## config.mk

```make
export PLATFORM = sky130hd
export DESIGN_NAME = mem_port_arbiter_flat
export DESIGN_NICKNAME = d
export VERILOG_FILES = /design/src/rtl/mem_port_arbiter_if.sv /design/src/rtl/mem_port_arbiter.sv /design/src/flat_wrapper.sv
export SDC_FILE = /design/constraint.sdc
export NUM_CORES = 1
export LEC_CHECK = 0
export CAP_MARGIN = 10
export CORE_MARGIN = 3
export CORE_UTILIZATION = 27
export CTS_CLUSTER_SIZE = 16
export DETAILED_ROUTE_END_ITERATION = 16
export HOLD_SLACK_MARGIN = 0.03
export PLACE_DENSITY = 0.61
export SLEW_MARGIN = 20
export SYNTH_ARGS = -nofsm -noshare
export SYNTH_HDL_FRONTEND = slang
export SYNTH_SLANG_ARGS = --single-unit
```

## constraint.sdc

```tcl
create_clock -name clk -period 2.4 [get_ports clk]
set_input_delay 0.24 -clock clk [delete_from_list [all_inputs] [get_ports clk]]
set_output_delay 0.24 -clock clk [all_outputs]
set_load 0.01 [all_outputs]
```

## src/rtl/mem_port_arbiter_if.sv

```systemverilog
// Bus bundle between the two requesters, the arbiter and the backing memory.
// The arbiter takes the slave view; the surrounding system takes the master view.
interface mem_port_arbiter_if;
  logic        i_req;
  logic [31:0] i_addr;
  logic        i_gnt;
  logic        i_rvalid;
  logic [31:0] i_rdata;

  logic        d_req;
  logic        d_we;
  logic [31:0] d_addr;
  logic [31:0] d_wdata;
  logic        d_gnt;
  logic        d_rvalid;
  logic [31:0] d_rdata;

  logic        mem_req;
  logic        mem_we;
  logic [31:0] mem_addr;
  logic [31:0] mem_wdata;
  logic        mem_ready;
  logic        mem_rvalid;
  logic [31:0] mem_rdata;

  logic        busy;
  logic        err_timeout;

  modport slave (
    input  i_req, i_addr, d_req, d_we, d_addr, d_wdata,
    input  mem_ready, mem_rvalid, mem_rdata,
    output i_gnt, i_rvalid, i_rdata, d_gnt, d_rvalid, d_rdata,
    output mem_req, mem_we, mem_addr, mem_wdata, busy, err_timeout
  );

  modport master (
    output i_req, i_addr, d_req, d_we, d_addr, d_wdata,
    output mem_ready, mem_rvalid, mem_rdata,
    input  i_gnt, i_rvalid, i_rdata, d_gnt, d_rvalid, d_rdata,
    input  mem_req, mem_we, mem_addr, mem_wdata, busy, err_timeout
  );
endinterface

```

## src/rtl/mem_port_arbiter.sv

```systemverilog
// Round-robin arbiter sharing one memory port between instruction and data requesters,
// one transaction outstanding, with a read-response timeout.
//
// state   | meaning
// IDLE    | no transaction; sample requests and pick a winner
// ISSUE   | drive mem_req with latched fields until mem_ready
// WAIT_RD | read accepted; wait for mem_rvalid or timeout
module mem_port_arbiter #(
  parameter int unsigned TIMEOUT  = 16,
  parameter logic [31:0] ERR_DATA = 32'hDEADBEEF
) (
  input  logic               clk,
  input  logic               rstb,
  mem_port_arbiter_if.slave  bus
);
  localparam logic [1:0] IDLE    = 2'd0;
  localparam logic [1:0] ISSUE   = 2'd1;
  localparam logic [1:0] WAIT_RD = 2'd2;

  localparam int unsigned CW = $clog2(TIMEOUT + 1);
  localparam logic [CW-1:0] TERM = CW'(TIMEOUT - 1);

  logic [1:0]    state;
  logic          owner_d;
  logic          last_d;
  logic          we_q;
  logic [31:0]   addr_q;
  logic [31:0]   wdata_q;
  logic [CW-1:0] cnt;
  logic          i_gnt_q;
  logic          d_gnt_q;
  logic          i_rvalid_q;
  logic          d_rvalid_q;
  logic [31:0]   i_rdata_q;
  logic [31:0]   d_rdata_q;
  logic          err_q;

  logic any_req;
  logic pick_d;
  logic in_issue;

  assign any_req  = bus.i_req | bus.d_req;
  // data wins when alone, or on a tie when instruction was granted last
  assign pick_d   = bus.d_req & (~bus.i_req | ~last_d);
  assign in_issue = (state == ISSUE);

  always_ff @(posedge clk) begin
    if (!rstb) begin
      state      <= IDLE;
      owner_d    <= 1'b0;
      last_d     <= 1'b1;
      we_q       <= 1'b0;
      addr_q     <= '0;
      wdata_q    <= '0;
      cnt        <= '0;
      i_gnt_q    <= 1'b0;
      d_gnt_q    <= 1'b0;
      i_rvalid_q <= 1'b0;
      d_rvalid_q <= 1'b0;
      i_rdata_q  <= '0;
      d_rdata_q  <= '0;
      err_q      <= 1'b0;
    end else begin
      i_gnt_q    <= 1'b0;
      d_gnt_q    <= 1'b0;
      i_rvalid_q <= 1'b0;
      d_rvalid_q <= 1'b0;
      err_q      <= 1'b0;
      case (state)
        IDLE: begin
          if (any_req) begin
            state   <= ISSUE;
            owner_d <= pick_d;
            last_d  <= pick_d;
            we_q    <= pick_d & bus.d_we;
            addr_q  <= pick_d ? bus.d_addr : bus.i_addr;
            wdata_q <= pick_d ? bus.d_wdata : 32'h0;
            d_gnt_q <= pick_d;
            i_gnt_q <= ~pick_d;
          end
        end
        ISSUE: begin
          if (bus.mem_ready) begin
            cnt <= '0;
            if (we_q) begin
              state      <= IDLE;
              d_rvalid_q <= 1'b1;
              d_rdata_q  <= 32'h0;
            end else begin
              state <= WAIT_RD;
            end
          end
        end
        WAIT_RD: begin
          // real data takes priority over a timeout in the same cycle
          if (bus.mem_rvalid || (cnt == TERM)) begin
            state <= IDLE;
            err_q <= ~bus.mem_rvalid;
            if (owner_d) begin
              d_rvalid_q <= 1'b1;
              d_rdata_q  <= bus.mem_rvalid ? bus.mem_rdata : ERR_DATA;
            end else begin
              i_rvalid_q <= 1'b1;
              i_rdata_q  <= bus.mem_rvalid ? bus.mem_rdata : ERR_DATA;
            end
          end else begin
            cnt <= cnt + CW'(1);
          end
        end
        default: state <= IDLE;
      endcase
    end
  end

  assign bus.i_gnt       = i_gnt_q;
  assign bus.d_gnt       = d_gnt_q;
  assign bus.i_rvalid    = i_rvalid_q;
  assign bus.d_rvalid    = d_rvalid_q;
  assign bus.i_rdata     = i_rdata_q;
  assign bus.d_rdata     = d_rdata_q;
  assign bus.mem_req     = in_issue;
  assign bus.mem_we      = in_issue & we_q;
  assign bus.mem_addr    = in_issue ? addr_q : 32'h0;
  assign bus.mem_wdata   = in_issue ? wdata_q : 32'h0;
  assign bus.busy        = (state != IDLE);
  assign bus.err_timeout = err_q;
endmodule

```

## src/flat_wrapper.sv

```systemverilog
// flat-port wrapper written by rule: the top's interface ports become plain ports
module mem_port_arbiter_flat 
#(
  parameter int unsigned TIMEOUT  = 16,
  parameter logic [31:0] ERR_DATA = 32'hDEADBEEF
)
  (clk, rstb, bus_i_req, bus_i_addr, bus_d_req, bus_d_we, bus_d_addr, bus_d_wdata, bus_mem_ready, bus_mem_rvalid, bus_mem_rdata, bus_i_gnt, bus_i_rvalid, bus_i_rdata, bus_d_gnt, bus_d_rvalid, bus_d_rdata, bus_mem_req, bus_mem_we, bus_mem_addr, bus_mem_wdata, bus_busy, bus_err_timeout);
  mem_port_arbiter_if bus_i ();
  input  logic clk;
  input  logic rstb;
  input wire logic [$bits(bus_i.i_req)-1:0] bus_i_req;
  input wire logic [$bits(bus_i.i_addr)-1:0] bus_i_addr;
  input wire logic [$bits(bus_i.d_req)-1:0] bus_d_req;
  input wire logic [$bits(bus_i.d_we)-1:0] bus_d_we;
  input wire logic [$bits(bus_i.d_addr)-1:0] bus_d_addr;
  input wire logic [$bits(bus_i.d_wdata)-1:0] bus_d_wdata;
  input wire logic [$bits(bus_i.mem_ready)-1:0] bus_mem_ready;
  input wire logic [$bits(bus_i.mem_rvalid)-1:0] bus_mem_rvalid;
  input wire logic [$bits(bus_i.mem_rdata)-1:0] bus_mem_rdata;
  output wire logic [$bits(bus_i.i_gnt)-1:0] bus_i_gnt;
  output wire logic [$bits(bus_i.i_rvalid)-1:0] bus_i_rvalid;
  output wire logic [$bits(bus_i.i_rdata)-1:0] bus_i_rdata;
  output wire logic [$bits(bus_i.d_gnt)-1:0] bus_d_gnt;
  output wire logic [$bits(bus_i.d_rvalid)-1:0] bus_d_rvalid;
  output wire logic [$bits(bus_i.d_rdata)-1:0] bus_d_rdata;
  output wire logic [$bits(bus_i.mem_req)-1:0] bus_mem_req;
  output wire logic [$bits(bus_i.mem_we)-1:0] bus_mem_we;
  output wire logic [$bits(bus_i.mem_addr)-1:0] bus_mem_addr;
  output wire logic [$bits(bus_i.mem_wdata)-1:0] bus_mem_wdata;
  output wire logic [$bits(bus_i.busy)-1:0] bus_busy;
  output wire logic [$bits(bus_i.err_timeout)-1:0] bus_err_timeout;
  assign bus_i.i_req = bus_i_req;
  assign bus_i.i_addr = bus_i_addr;
  assign bus_i.d_req = bus_d_req;
  assign bus_i.d_we = bus_d_we;
  assign bus_i.d_addr = bus_d_addr;
  assign bus_i.d_wdata = bus_d_wdata;
  assign bus_i.mem_ready = bus_mem_ready;
  assign bus_i.mem_rvalid = bus_mem_rvalid;
  assign bus_i.mem_rdata = bus_mem_rdata;
  assign bus_i_gnt = bus_i.i_gnt;
  assign bus_i_rvalid = bus_i.i_rvalid;
  assign bus_i_rdata = bus_i.i_rdata;
  assign bus_d_gnt = bus_i.d_gnt;
  assign bus_d_rvalid = bus_i.d_rvalid;
  assign bus_d_rdata = bus_i.d_rdata;
  assign bus_mem_req = bus_i.mem_req;
  assign bus_mem_we = bus_i.mem_we;
  assign bus_mem_addr = bus_i.mem_addr;
  assign bus_mem_wdata = bus_i.mem_wdata;
  assign bus_busy = bus_i.busy;
  assign bus_err_timeout = bus_i.err_timeout;
  mem_port_arbiter #(.TIMEOUT(TIMEOUT), .ERR_DATA(ERR_DATA)) u_core (.clk(clk), .rstb(rstb), .bus(bus_i));
endmodule
```

* Word-level counts from Yosys, hierarchy flattened
Cells that the tools add are included.
** Storage, ports and cells
- Memories kept :: 0
- Word-level logic and storage cells :: 69
- Bits in latches :: 0
- Register bits after elaboration :: 143
- Output and inout bits :: 136
- ROM bits :: 0
- Input port bits :: 135
- RAM bits :: 0
** Operators by class
- Shift-type cells :: 0
- Divide/modulo/power cells :: 0
- Reductions and logical operators :: 11
- Mux-type cells :: 24
- $mul :: 0
- Equality and inequality tests :: 9
- Add/sub/neg operators :: 1
- $lt $le $gt $ge :: 0
- Bitwise gates (word level) :: 10
** Operators by type and width (count)
- $mux W32 :: 9
- $pmux W32 S2 :: 1
- $reduce_and A3 Y1 :: 5
- $mux W5 :: 2
- $pmux W5 S2 :: 1
- $mux W2 :: 4
- $ne A2 B1 Y1 const B :: 4
- $pmux W2 S3 :: 1
- $add A5 B1 Y5 const B :: 1
- $eq A5 B4 Y1 const B :: 1
- $mux W1 :: 5
- $not A1 Y1 :: 5
- $reduce_and A5 Y1 :: 1
- $ne A2 B2 Y1 const B :: 2
- $reduce_bool A2 Y1 :: 2
- $and A1 B1 Y1 :: 3
- $eq A2 B1 Y1 const B :: 1
- $eq A2 B2 Y1 const B :: 1
- $logic_not A2 Y1 :: 1
- $or A1 B1 Y1 :: 2
- $pmux W1 S2 :: 1
- $reduce_and A2 Y1 :: 1
- $logic_or A1 B1 Y1 :: 1

* Logic depth before layout (Yosys ltp)
- Word-level depth :: 4
- Mapped depth :: 8
- Gate-level depth less buffers :: 7

* Worst setup path before layout
No wires, ideal clock.
- Kind :: reg-to-reg
- Start point :: reg u_core.cnt[0]
- End point :: reg u_core.cnt[3]
- Required time :: 2283 ps
- Clock period less this slack :: 1882 ps
- Data arrival time :: 1765 ps
- Path buffers :: 0
- Setup slack :: 518 ps
- Setup time :: 117 ps
- Cell stages (with the launch flop) :: 8
- Cell sequence :: dfxtp_1 > ha_1 > and3_1 > ha_1 > nor3b_1 > o21bai_2 > a22o_1 > a22o_1
** On the way
- Word-level cells in the longest chain between the ends :: 4
- Elaborated cells on any way between the ends :: 7
- Classes of those cells :: add/sub (1); eq/ne (2); mux (2); reduce/logical (2)
** Ends and longest elaborated chain
- from (decl) :: RTL line mem_port_arbiter.sv:29 : logic [CW-1:0] cnt;
- from (signal assigned) :: RTL line mem_port_arbiter.sv:107 : cnt <= cnt + CW'(1);
- branches (longest 4 deep; another with $add A5 B1 Y5)
Several ways; the timed one is not identified. The select of a mux whose other input is x is not followed.
A chain may end at the register's enable or synchronous reset.

* Final worst setup path
- Start point :: reg u_core.state[1]
- End point :: out bus_mem_addr[23]
** On the way
- Word-level cells in the longest chain between the ends :: 2
** Ends and longest elaborated chain
- from (decl) :: RTL line mem_port_arbiter.sv:23 : logic [1:0] state;
- from (signal assigned) :: RTL line mem_port_arbiter.sv:49 : state <= IDLE;
- from (signal assigned) :: RTL line mem_port_arbiter.sv:72 : state <= ISSUE;
- from (signal assigned) :: RTL line mem_port_arbiter.sv:86 : state <= IDLE;
- $eq A2 B1 Y1 :: RTL line mem_port_arbiter.sv:45 : assign in_issue = (state == ISSUE);
- $mux W32 :: RTL line mem_port_arbiter.sv:123 : assign bus.mem_addr = in_issue ? addr_q : 32'h0;
- to (decl) :: RTL line flat_wrapper.sv:28 : output wire logic [$bits(bus_i.mem_addr)-1:0] bus_mem_addr;
No other way between the ends.

==> results.txt <==
Post-synthesis instance total -> 633
Clk buf depth -> 2
IO Pins -> 271
TritonRoute pass-1 iters -> 4
Met3 usage in global routing -> 0.06036
Nets -> 1023
CTS tree -> yes
Worst-margin pin slew -> 0.5900 ns
Net Count, Synth -> 774
Share of the synthesized area in the top cell type -> 0.4757
Fin. Hold Viols -> 0
Worst hold path type -> input pin to flop
Starting density of the core -> 0.2801
Fin. max-slew vios -> 0
Congestion Overflow GR -> 0
Initial DRC Count -> 265
GPL Wtd Cong -> 0.7295
Core area -> 21490 um2
Syn Area/Cell -> 9.508 um2
Worst R2R End -> u_core.cnt[3]
Die Height -> 155.3 um
Flop2flop setup slack -> 0.14 ns
Peak Freq -> 0.4372 GHz
Die Area -> 24120 um2
Clock Latency Late Sink -> 0.42 ns
Row cnt -> 53
Max-slew headroom -> 0.6058
First-pass GRT wire length -> 29.32 mm
Worst Setup SP -> u_core.state[1]
Final HPWL DP -> 13.21 mm
Maximum vdd ir drop -> 0.4146 mV
Layout Skew -> 0.01148 ns
Worst Setup Start Kind -> flop
CP arrival -> 2.05 ns
Tmin final -> 2.287 ns
Max-cap violations -> 0
Cell Area, Placed -> 8944 um2
Die width -> 155.3 um
Setup violators final -> 0
Status -> completed
Worst setup EP type -> primary output
Share of layout cells above drive strength 1 -> 0.09609
Worst Setup EP -> bus_mem_addr[23]
IO Port Bufs -> 270
Drc violations -> 0
ANT nets after route -> 0
Area leader, netlist -> dfxtp_1
R2r startpoint -> u_core.cnt[0]
Max FO, Critical Path -> 33
Busiest layer in global routing -> met2
WP data required -> 2.16 ns
Via-to-Cell Ratio -> 4.719
Setup repair after global routing missed its margin -> false
Vias in the first global route -> 5326
Hold Buf Count CTS -> 0
Vias -> 5521
Total power -> 8.283 mW
Num CTS Buffers -> 17
Final wirelength -> 19.24 mm
Reg2Reg Depth -> 7
P_leak -> 3.428 nW
Setup TNS -> 0 ns
Synthesized flop and latch total -> 143
Sequential share of the synthesized area -> 0.4757
YS warnings -> 0
Routed wire per std cell -> 16.45 um
Netlist cell types -> 41
Final Cycle Share -> 0.9530
Grt met1 use -> 0.1972
Top cells by area, synth -> dfxtp_1, and2_1, mux2i_1
Root buf cell -> clkbuf_16
Total track usage -> 0.1510
Sink Count -> 143
Power Density -> 863.7 nW/um2
H-Tree Depth -> 4
Crit path kind -> flop to primary output
Antenna violations before repair -> 0
P&R area growth vs syn -> 59.36%
Largest net degree at the start of global routing -> 67
N_diodes -> 0
Mapped cell area -> 6018 um2
Grt met2 use -> 0.2355
Final instance area -> 9590 um2
Clk slew on worst S/H paths -> 0.06 ns
## synthesized netlist by cell type, drive strengths merged
master and number:
clkbuf 24, inv 7, nand4b 1, and2b 1
a32oi 8, a211oi 1, nor3 1, ha 6
a21boi 35, nand2 42, o221a 24, o21bai 1
nand2b 1, dfxtp 143, buf 33, mux2i 32
a21o 1, o31ai 1, o211ai 1, o21ai 61
nand3 13, and2 67, nor2 6, nor3b 2
a21oi 37, o22ai 1, nand3b 1, a22oi 33
a22o 2, and3 2, nor2b 45
## timing repair
| item | CTS | global route |
|---|---|---|
| endpoints found under the setup margin | 1 | 21 |
| buffers inserted | 0 | 0 |
| gates cloned | 0 | 1 |
| gates resized for setup | 1 | 1 |
| pin swaps | 0 | 0 |
## cells in the final DEF, fill, tap and decap left out, types with 3 or more instances in the layout
cell	n
clkdlybuf4s50_1	269
dfxtp_1	143
and2_1	66
o21ai_0	59
nor2b_1	45
nand2_1	41
a21oi_1	37
a22oi_1	33
mux2i_1	32
o221a_2	24
a21boi_0	21
clkbuf_16	18
nand3_1	13
buf_4	13
a21boi_1	12
a32oi_1	8
inv_1	7
inv_6	6
ha_1	5
nor2_1	4
clkinvlp_4	3
buf_12	3
## flip-flops by register name (all words and copies together), names as in the netlist, 2 cells and up
| register | cells |
|---|---|
| u_core.bus.d_rdata | 32 |
| u_core.cnt | 5 |
| u_core.addr_q | 32 |
| u_core.wdata_q | 32 |
| u_core.bus.i_rdata | 32 |
| u_core.state | 2 |
## how the worst min path moves through the flow
stage	from	endpoint	slack, ns	depth (start not counted)
2_1_floorplan	bus_mem_ready	u_core.bus.d_rvalid	0.38	2
3_3_place_gp	u_core.bus.d_rdata[12]	u_core.bus.d_rdata[12]	0.44	2
3_5_place_dp	u_core.bus.d_rdata[16]	u_core.bus.d_rdata[16]	0.45	2
4_1_cts	rstb	u_core.bus.i_gnt	0.28	3
5_1_grt	rstb	u_core.bus.i_gnt	0.34	3
6_report	rstb	u_core.bus.i_gnt	0.30	3
## critical path, cell delays in order (launching register included)
cell and delay, ns:
dfxtp_1 0.32, inv_1 0.13, ha_4 0.23, clkbuf_16 0.23
and2_1 0.14, clkdlybuf4s50_1 0.56
## report_power, final
group          internal (mW)  leakage (nW)  switching, mW
sequential              2.74          1.17          0.172
clock                   1.49         0.279           1.14
combinational           1.31          1.98           1.43
total                   5.54          3.43           2.74
## per-stage QoR
stage | hold WS (ns) | instances | utilization | worst slack (ns)
2_1_floorplan | 0.3757 | 633 | - | 0.5183
3_3_place_gp | 0.4380 | 1136 | 0.4163 | 0.1652
3_5_place_dp | 0.4455 | 1136 | 0.4163 | 0.08229
4_1_cts | 0.2798 | 1168 | 0.4439 | 0.02875
5_1_grt | 0.3358 | 1170 | 0.4464 | 0.01931
6_report | 0.2958 | 1170 | 0.4464 | 0.1128
## logic make-up after synthesis
logic type / count (synthesis) / synth area share
buf+inv: 64 / 0.05322
simple gates: 182 / 0.1697
mux: 32 / 0.05322
compound gates: 206 / 0.2358
flops: 143 / 0.4757
fa+ha+maj: 6 / 0.01247
## per-layer routing
layer / vias up / wire, um
li1: 2733 / -
met1: 2559 / 8683
met2: 217 / 8585
met3: 12 / 1798
met4: 0 / 174
met5: - / 0
## final cells by class
type,instances,area (um2)
fillers,2128,11900
repair buffers,287,2903
multi-input cells,426,2870
flip-flops and latches,143,2863
clock buffers,18,439.2
well taps,275,344.1
clock inverters,14,145.1
inverters,7,26.28
No activity file was read; power rests on OpenSTA's default activity.
